## config.mk

```make
export PLATFORM = sky130hd
export DESIGN_NAME = io_bitbang_seq
export DESIGN_NICKNAME = d
export VERILOG_FILES = /design/src/rtl/io_bitbang_pkg.sv /design/src/rtl/io_sync2.sv /design/src/rtl/io_bitbang_seq.sv
export SDC_FILE = /design/constraint.sdc
export NUM_CORES = 1
export LEC_CHECK = 0
export ABC_AREA = 1
export ABC_CLOCK_PERIOD_IN_PS = 1600
export CELL_PAD_IN_SITES_DETAIL_PLACEMENT = 2
export CELL_PAD_IN_SITES_GLOBAL_PLACEMENT = 2
export CORE_MARGIN = 2
export CORE_UTILIZATION = 24
export DETAILED_ROUTE_END_ITERATION = 16
export PLACE_DENSITY_LB_ADDON = 0.1
export SLEW_MARGIN = 20
export SYNTH_ARGS = -nofsm -noshare
export SYNTH_HDL_FRONTEND = slang
export SYNTH_SLANG_ARGS = --single-unit
```

## constraint.sdc

```tcl
create_clock -name clk -period 1.6 [get_ports clk]
set_clock_uncertainty 0.1 [all_clocks]
set_input_delay 0.32 -clock clk [delete_from_list [all_inputs] [get_ports clk]]
set_output_delay 0.32 -clock clk [all_outputs]
set_load 0.01 [all_outputs]
```

## src/rtl/io_bitbang_pkg.sv

```systemverilog
// Shared opcodes, sequencer state encoding and default pin count for io_bitbang_seq.
// Optional 2-flop pin synchronizer is selected with IO_BITBANG_SEQ_SYNC_EN.
package io_bitbang_pkg;

  localparam int IO_NUM_DEFAULT = 10;

  localparam logic [1:0] OP_DIR    = 2'd0;
  localparam logic [1:0] OP_OUT    = 2'd1;
  localparam logic [1:0] OP_SAMPLE = 2'd2;
  localparam logic [1:0] OP_WAIT   = 2'd3;

  typedef enum logic [1:0] {
    ST_IDLE = 2'd0,
    ST_WAIT = 2'd1,
    ST_RESP = 2'd2
  } seq_state_t;

endpackage

```

## src/rtl/io_sync2.sv

```systemverilog
// Parameterized-width 2-flop synchronizer, synchronous active-low reset to 0.
// Only built when IO_BITBANG_SEQ_SYNC_EN is defined, since that is its only user.
`ifdef IO_BITBANG_SEQ_SYNC_EN
module io_sync2 #(
  parameter int WIDTH = 10
) (
  input  logic             clk,
  input  logic             rst_n,
  input  logic [WIDTH-1:0] i_d,
  output logic [WIDTH-1:0] o_q
);

  logic [WIDTH-1:0] r_meta;
  logic [WIDTH-1:0] r_sync;

  always_ff @(posedge clk) begin
    if (!rst_n) begin
      r_meta <= '0;
      r_sync <= '0;
    end else begin
      r_meta <= i_d;
      r_sync <= r_meta;
    end
  end

  assign o_q = r_sync;

endmodule
`endif

```

## src/rtl/io_bitbang_seq.sv

```systemverilog
// Command sequencer owning io_bitbang direction/outval: masked writes, pin samples, timed waits.
// Macro IO_BITBANG_SEQ_SYNC_EN inserts a 2-flop synchronizer on the sampled pins.
module io_bitbang_seq
  import io_bitbang_pkg::*;
#(
  parameter int IO_NUM_OF = IO_NUM_DEFAULT
) (
  input  logic                 clk,
  input  logic                 rst_n,
  input  logic                 cmd_valid,
  output logic                 cmd_ready,
  input  logic [1:0]           cmd_op,
  input  logic [IO_NUM_OF-1:0] cmd_mask,
  input  logic [IO_NUM_OF-1:0] cmd_data,
  output logic                 rsp_valid,
  input  logic                 rsp_ready,
  output logic [IO_NUM_OF-1:0] rsp_data,
  output logic [IO_NUM_OF-1:0] out_io_direction,
  output logic [IO_NUM_OF-1:0] out_io_outval,
  input  logic [IO_NUM_OF-1:0] in_io_pins
);

  localparam logic [IO_NUM_OF-1:0] CNT_LAST = {{(IO_NUM_OF-1){1'b0}}, 1'b1};

  seq_state_t           r_state;
  logic                 r_rdy_en;
  logic [IO_NUM_OF-1:0] r_dir;
  logic [IO_NUM_OF-1:0] r_outv;
  logic                 r_rsp_vld;
  logic [IO_NUM_OF-1:0] r_rsp_dat;
  logic [IO_NUM_OF-1:0] r_cnt;
  logic [IO_NUM_OF-1:0] w_sample;
  logic                 w_cmd_fire;

`ifdef IO_BITBANG_SEQ_SYNC_EN
  io_sync2 #(.WIDTH(IO_NUM_OF)) u_sync (
    .clk   (clk),
    .rst_n (rst_n),
    .i_d   (in_io_pins),
    .o_q   (w_sample)
  );
`else
  assign w_sample = in_io_pins;
`endif

  // r_rdy_en keeps cmd_ready low through reset and for the reset edge itself.
  assign cmd_ready  = (r_state == ST_IDLE) && r_rdy_en;
  assign w_cmd_fire = cmd_valid && cmd_ready;

  always_ff @(posedge clk) begin
    if (!rst_n) begin
      r_state   <= ST_IDLE;
      r_rdy_en  <= 1'b0;
      r_dir     <= '0;
      r_outv    <= '0;
      r_rsp_vld <= 1'b0;
      r_rsp_dat <= '0;
      r_cnt     <= '0;
    end else begin
      r_rdy_en <= 1'b1;
      case (r_state)
        ST_IDLE: begin
          if (w_cmd_fire) begin
            case (cmd_op)
              OP_DIR: r_dir  <= (r_dir  & ~cmd_mask) | (cmd_data & cmd_mask);
              OP_OUT: r_outv <= (r_outv & ~cmd_mask) | (cmd_data & cmd_mask);
              OP_SAMPLE: begin
                r_rsp_dat <= w_sample;
                r_rsp_vld <= 1'b1;
                r_state   <= ST_RESP;
              end
              default: begin
                if (cmd_data != '0) begin
                  r_cnt   <= cmd_data;
                  r_state <= ST_WAIT;
                end
              end
            endcase
          end
        end
        ST_WAIT: begin
          if (r_cnt == CNT_LAST) begin
            r_cnt   <= '0;
            r_state <= ST_IDLE;
          end else begin
            r_cnt <= r_cnt - CNT_LAST;
          end
        end
        ST_RESP: begin
          if (rsp_ready) begin
            r_rsp_vld <= 1'b0;
            r_state   <= ST_IDLE;
          end
        end
        default: r_state <= ST_IDLE;
      endcase
    end
  end

  assign rsp_valid        = r_rsp_vld;
  assign rsp_data         = r_rsp_dat;
  assign out_io_direction = r_dir;
  assign out_io_outval    = r_outv;

endmodule

```

==> metrics, run 1 <==
# port buffers=67; final total power=2.55 mW; Setup WS post-layout=-0.0214 ns; initial core utilization=24.5%; All-Layer GR Usage=16.8%; Ports=68; Clock power frac=30.6%; 1st-iter DRT viols=34; cell count of the worst hold path=2; largest family of logic cells by synthesized area=simple AND/OR/NAND/NOR gates; Tightest Pin Transition=0.334 ns; Skew-Pair Late Insertion Delay=0.30 ns; Setup TNS=-0.0985 ns; P_int=1.76 mW; Worst Path Required=1.71 ns; RSZ-0062 raised after global routing=true; Peak Freq=617 MHz; Leak=1.72 nW; Pre-Repair DR Iteration Count=4; final setup fails=9; Startpoint Class=flip-flop; # H-tree levels=2; final hold violations=0; clk slew on worst S/H paths=0.09 ns; outcome=finished, violations left; CTS tree=done; post-route ant nets=0; drt via density=4.66; DR WL/cell=15.8 um; worst-case clock buffer depth=2; Reg2Reg Depth=9; share of power burned in registers=45.8%; Switch Pwr=0.792 mW; Final #Nets=478; Power Density=733 nW/um2; synthesized flop and latch total=44; CTS root buf=clkbuf_8; Final min period=1.62 ns; antenna cells=0; Seq/Total Area, Yosys=39.2%; Max FO, Critical Path=5; failing checks=negative setup slack; DRC viols=0; global route overflow=0; width of the chip=101 um; Layout area overhead=54.8%; peak supply drop=294 uV; syn_nets=387; share of layout cells above drive strength 1=16.8%; core area=9150 um2; first-pass GRT wire length=13.5 mm; CTS Buf Count=5; post-DP HPWL=6.12 mm; Die Height=101 um; # fillers=1121; FF-to-FF Start=r_state[1]; final period utilization=101%; type of the tightest min-delay check=flip-flop to flip-flop; hold_ws=0.378 ns; xor-xnor portion of the synthesized cell area=1.17%; die area=10100 um2; flop2flop setup slack=-0.02 ns; post-synthesis simple-gate area fraction=40.5%; max cap viols=0; post-synthesis mux area share=0%; vias in the first global route=2753; fin. max-slew vios=0; Synth Area in Compound Gates=9.03%; post-layout util=38.0%; DRT Wirelength=8.70 mm; Multi-input gate area=1280 um2; std cell rows=35; Net Sw Frac=31.1%; Arr. time, crit path=1.73 ns; hold_sp=rsp_valid; Crit. End Element=flip-flop; Reg area=886 um2; post-synthesis adder-cell area fraction=1.11%; Mapped Area=2240 um2; Yosys cell types=26; Clock Sinks=44; Yosys warning total=0; Post-Synthesis Cells=349; vias post-DR=2572; initial antenna violation count=0; max_slew headroom=77.7%; GPL Wtd Cong=0.752; Comb pwr share=23.6%; largest net degree at the start of global routing=44; Hold Path Sink=rsp_valid; WS Path Type=flip-flop to flip-flop; Syn Area/Cell=6.43 um2
-- what timing repair did --
item	in CTS	in global routing
setup endpoints to repair	44	28
pin swaps	0	5
gates cloned	0	2
hold buffers	0	0
setup buffers	0	3
gates resized for setup	38	33
-- Yosys cell counts (all sizes together) --
master,count,area [um2]
nor2,94,365
nand2,79,317
dfxtp,44,881
nand3,39,200
inv,32,120
a21oi,23,119
o21ai,16,83.8
buf,12,67.6
ha,2,25.0
nor3,2,20.0
xor2,2,17.5
clkbuf,1,3.75
clkinv,1,8.76
nand3b,1,7.51
xnor2,1,8.76
-- power by group through the flow --
| stage | logic, mW | clock network, mW | registers [mW] |
|---|---|---|---|
| 6_report | 0.602 | 0.779 | 1.17 |
| 5_1_grt | 0.676 | 0.858 | 1.17 |
| 4_1_cts | 0.572 | 0.813 | 1.17 |
| 3_5_place_dp | 0.580 | 0 | 1.19 |
| 3_3_place_gp | 0.565 | 0 | 1.19 |
| 2_1_floorplan | 0.288 | 0 | 1.20 |
-- through the flow --
stage | worst slack (ns) | cells | instance area [um2]
after floorplan | 0.281 | 349 | 2240
after global placement | -0.318 | 539 | 3220
after detailed placement | -0.384 | 539 | 3220
after CTS | -0.00913 | 547 | 3280
after global routing | -0.0785 | 552 | 3480
final | -0.0214 | 552 | 3480
-- metal layers --
layer | wire length [um] | global-route usage [%]
met1 | 3900 | 20.5
met2 | 4500 | 30.4
met3 | 237 | 3.12
met4 | 61 | 4.00
met5 | 0 | 0
-- cells in the final DEF (no fill, tap or decap), types with 2 or more instances in the layout --
cell type / synthesis / layout
ha_1: 2 / 2
buf_12: 0 / 4
nor3_4: 0 / 2
o21ai_2: 1 / 2
clkbuf_8: 0 / 6
buf_6: 1 / 3
nor2_2: 2 / 6
nand3_4: 0 / 2
inv_1: 32 / 30
clkbuf_16: 0 / 2
nor2_4: 1 / 2
nand2_2: 2 / 5
nand2_1: 75 / 72
dlygate4sd2_1: 0 / 32
xor2_1: 2 / 2
buf_4: 2 / 21
nand3_1: 38 / 28
nand3_2: 1 / 9
nor2_1: 91 / 86
a21oi_1: 22 / 22
inv_2: 0 / 2
clkdlybuf4s50_1: 0 / 33
o21ai_0: 14 / 13
dfxtp_1: 44 / 42
-- worst max-delay path, stage by stage, from the launching register on --
cell	delay, ns
dfxtp_4	0.37
nor2_4	0.10
buf_6	0.13
nand3_4	0.10
nor3_4	0.26
buf_6	0.16
clkbuf_16	0.15
nand3_2	0.05
nand2_1	0.06
nor2_1	0.04
-- layout make-up --
class,instances,area share [%]
flip-flops and latches,44,25.5
well taps,111,4.00
inverters,33,3.71
multi-input cells,259,36.8
clock inverters,1,0.216
clock buffers,7,2.48
repair buffers,97,27.3
-- worst max-delay path by stage --
stage	startpoint	end	slack (ns)	cells after the start
after floorplan	r_cnt[1]	r_state[0]	0.28	7
after global placement	cmd_op[1]	rsp_data[6]	-0.32	6
after detailed placement	cmd_op[1]	rsp_data[5]	-0.38	6
after CTS	r_state[1]	flip-flop	-0.009	8
after global routing	r_state[0]	flip-flop	-0.08	9
final	r_state[1]	flip-flop	-0.02	9
-- cell families (layout without fill, tap and decap cells) --
| family | count (synthesis) | in the layout |
|---|---|---|
| AO/OA/AOI/OAI | 39 | 39 |
| buffers and inverters | 46 | 138 |
| AND/OR/NAND/NOR | 215 | 215 |
| XOR/XNOR | 3 | 3 |
| flip-flops | 44 | 44 |
| adder cells (fa/ha/maj) | 2 | 2 |
No activity file was read; power rests on OpenSTA's default activity.
==> run 2, diff against run 1 <==
- ABC_CLOCK_PERIOD_IN_PS: 1600 -> 2100
- CORE_UTILIZATION: 24 -> 26
- clock period: 1.6 -> 2.1 ns (I/O delays scaled with it)
==> run 2 against run 1 <==
Net effect:
- the flow now finishes without violations
- hold slack better by 0.015 ns
- non-clock buffer count is 22 lower
- routed wire length fell by 13%
- highest routed layer unchanged
- largest power group unchanged
- critical path type is now flip-flop to primary output
==> metrics, run 2 (synthesized netlist as in run 1, its figures left out) <==
initial antenna violation count=0 (unchanged); CTS tree=done; vias post-DR=2437 (-5.2%); GPL Wtd Cong=0.735 (-2.3%); largest net degree at the start of global routing=44 (unchanged); peak supply drop=274 uV (-6.8%); final setup fails=0 (-9); core area=8300 um2 (-9.3%); 1st-iter DRT viols=32 (-5.9%); DR WL/cell=14.5 um (-7.8%); delay-heaviest family, CP=buffers and inverters; width of the chip=96.9 um (-3.8%); post-route cell area=3160 um2 (-9.2%); Crit. End Element=primary output; Skew-Pair Late Insertion Delay=0.30 ns (about the same); die area=9390 um2 (-7.4%); # H-tree levels=2 (unchanged); # fillers=1007 (-10%); Power Density=580 nW/um2 (-21%); metal3 WL=267 um (+13%); Arr. time, crit path=1.22 ns (-0.51 ns); share of layout cells above drive strength 1=6.70% (-10 points); hold_ws=0.393 ns (+0.0152 ns); dpl cells=515 (-4.5%); FF-to-FF Start=r_cnt[6]; CTS Buf Count=5 (unchanged); outcome=complete, no violations; Setup TNS=0 ns (+0.0985 ns); CTS root buf=clkbuf_8; Slowest cell on crit path=clkdlybuf4s50_1; max cap viols=0 (unchanged); most frequent cells in the layout=nor2_1 (91), nand2_1 (75), clkdlybuf4s50_1 (66); M1 wire length=3.45 mm (-12%); post-DP HPWL=5.90 mm (-3.5%); final period utilization=83.1%; initial core utilization=27.0% (+2.5 points); RSZ-0062 raised after global routing=false; Final min period=1.74 ns; # port buffers=67 (unchanged); std cell rows=33 (-5.7%); fin. max-slew vios=0 (unchanged); Clock Sinks=44 (unchanged); Ports=68 (unchanged); Pre-Repair DR Iteration Count=4 (unchanged); worst-case clock buffer depth=2 (unchanged); Layout area overhead=40.6%; drt via density=4.66 (about the same); first-pass GRT wire length=12.9 mm (-4.3%); Max FO, Critical Path=2 (-3); Final #Nets=456 (-4.6%); placed cell area=3070 um2 (-4.8%); post-route ant nets=0 (unchanged); Peak Freq=573 MHz; final hold violations=0 (unchanged); Worst Path Required=1.58 ns (-0.13 ns); Final Non-Filler Cells=523 (-5.3%); vias in the first global route=2708 (-1.6%); Startpoint Class=flip-flop; type of the tightest min-delay check=flip-flop to flip-flop; All-Layer GR Usage=16.7% (-0.13 points); post-layout util=38.0% (+0.060 points); Max Used Layer=met4; DRC viols=0 (unchanged); CP Cell Sequence=clkdlybuf4s50_1; clk slew on worst S/H paths=0.09 ns (about the same); Tightest Pin Transition=0.481 ns (+0.147 ns); commonest non-fill, non-tap cell in the layout=nor2_1; DRT Wirelength=7.60 mm (-13%); Buf/Inv on CP=1 (-2); antenna cells=0 (unchanged); max_slew headroom=68.0% (-9.8 points); Max stage delay on crit path=0.57 ns (+0.20 ns); WS Path Type=flip-flop to primary output; global route overflow=0 (unchanged); Leak=1.44 nW (-17%); Die Height=96.9 um (-3.8%); metal2 WL=3.78 mm (-16%)
==> run 2: cell count changes in the layout (fill, tap and decap cells not counted), sizes merged <==
| cell | delta |
|---|---|
| clkinv | +1 |
| clkdlybuf4s50 | +33 |
| buf | -21 |
| dlygate4sd2 | -32 |
| clkbuf | -4 |
==> run 2: cell type report <==
cell class | instances | area, um2 | share of cell area [%]
flip-flops and latches | 44 | 881 | 27.9
repair buffers | 75 | 771 | 24.4
clock inverters | 2 | 12.5 | 0.396
inverters | 33 | 129 | 4.08
multi-input cells | 259 | 1160 | 36.9
well taps | 105 | 131 | 4.16
clock buffers | 5 | 68.8 | 2.18
==> run 2: worst min-delay path, cell delays in order, from the launching register on <==
cell and delay (ns):
dfxtp_1 0.34, a21oi_1 0.04, nor2_1 0.08
==> run 2: metrics by stage <==
step	setup slack [ns]	total power, mW
4_1_cts	0.000693	1.88
5_1_grt	0.273	1.96
3_5_place_dp	0.0259	1.33
3_3_place_gp	0.0409	1.32
2_1_floorplan	0.727	1.13
6_report	0.356	1.83
==> run 2: report_power, final <==
group	switching, mW	leakage, nW	total (mW)	internal (mW)
logic	0.228	1.04	0.412	0.184
clock network	0.306	0.0400	0.532	0.226
registers	0.0236	0.357	0.889	0.865
==> run 2: worst paths after layout <==
kind | end | slack [ns] | depth (start not counted)
hold / removal | flip-flop | 0.39 | 2
hold reg to reg | flip-flop | 0.39 | 2
setup / recovery | out_io_direction[8] | 0.36 | 1
setup reg to reg | r_state[0] | 0.52 | 6
==> run 2: timing repair <==
action / 4_1_cts / 5_1_grt
pin swaps: 1 / 1
gates resized for setup: 0 / 1
buffers inserted: 0 / 1
endpoints found under the setup margin: 1 / 1
hold buffers: 0 / 0
cloned: 0 / 0
==> run 2: per-layer routing <==
| metal | up-vias | track usage [%] |
|---|---|---|
| li1 | 1223 | - |
| met1 | 1172 | 20.8 |
| met2 | 35 | 28.7 |
| met3 | 7 | 3.90 |
| met4 | 0 | 4.88 |
| met5 | - | 0 |
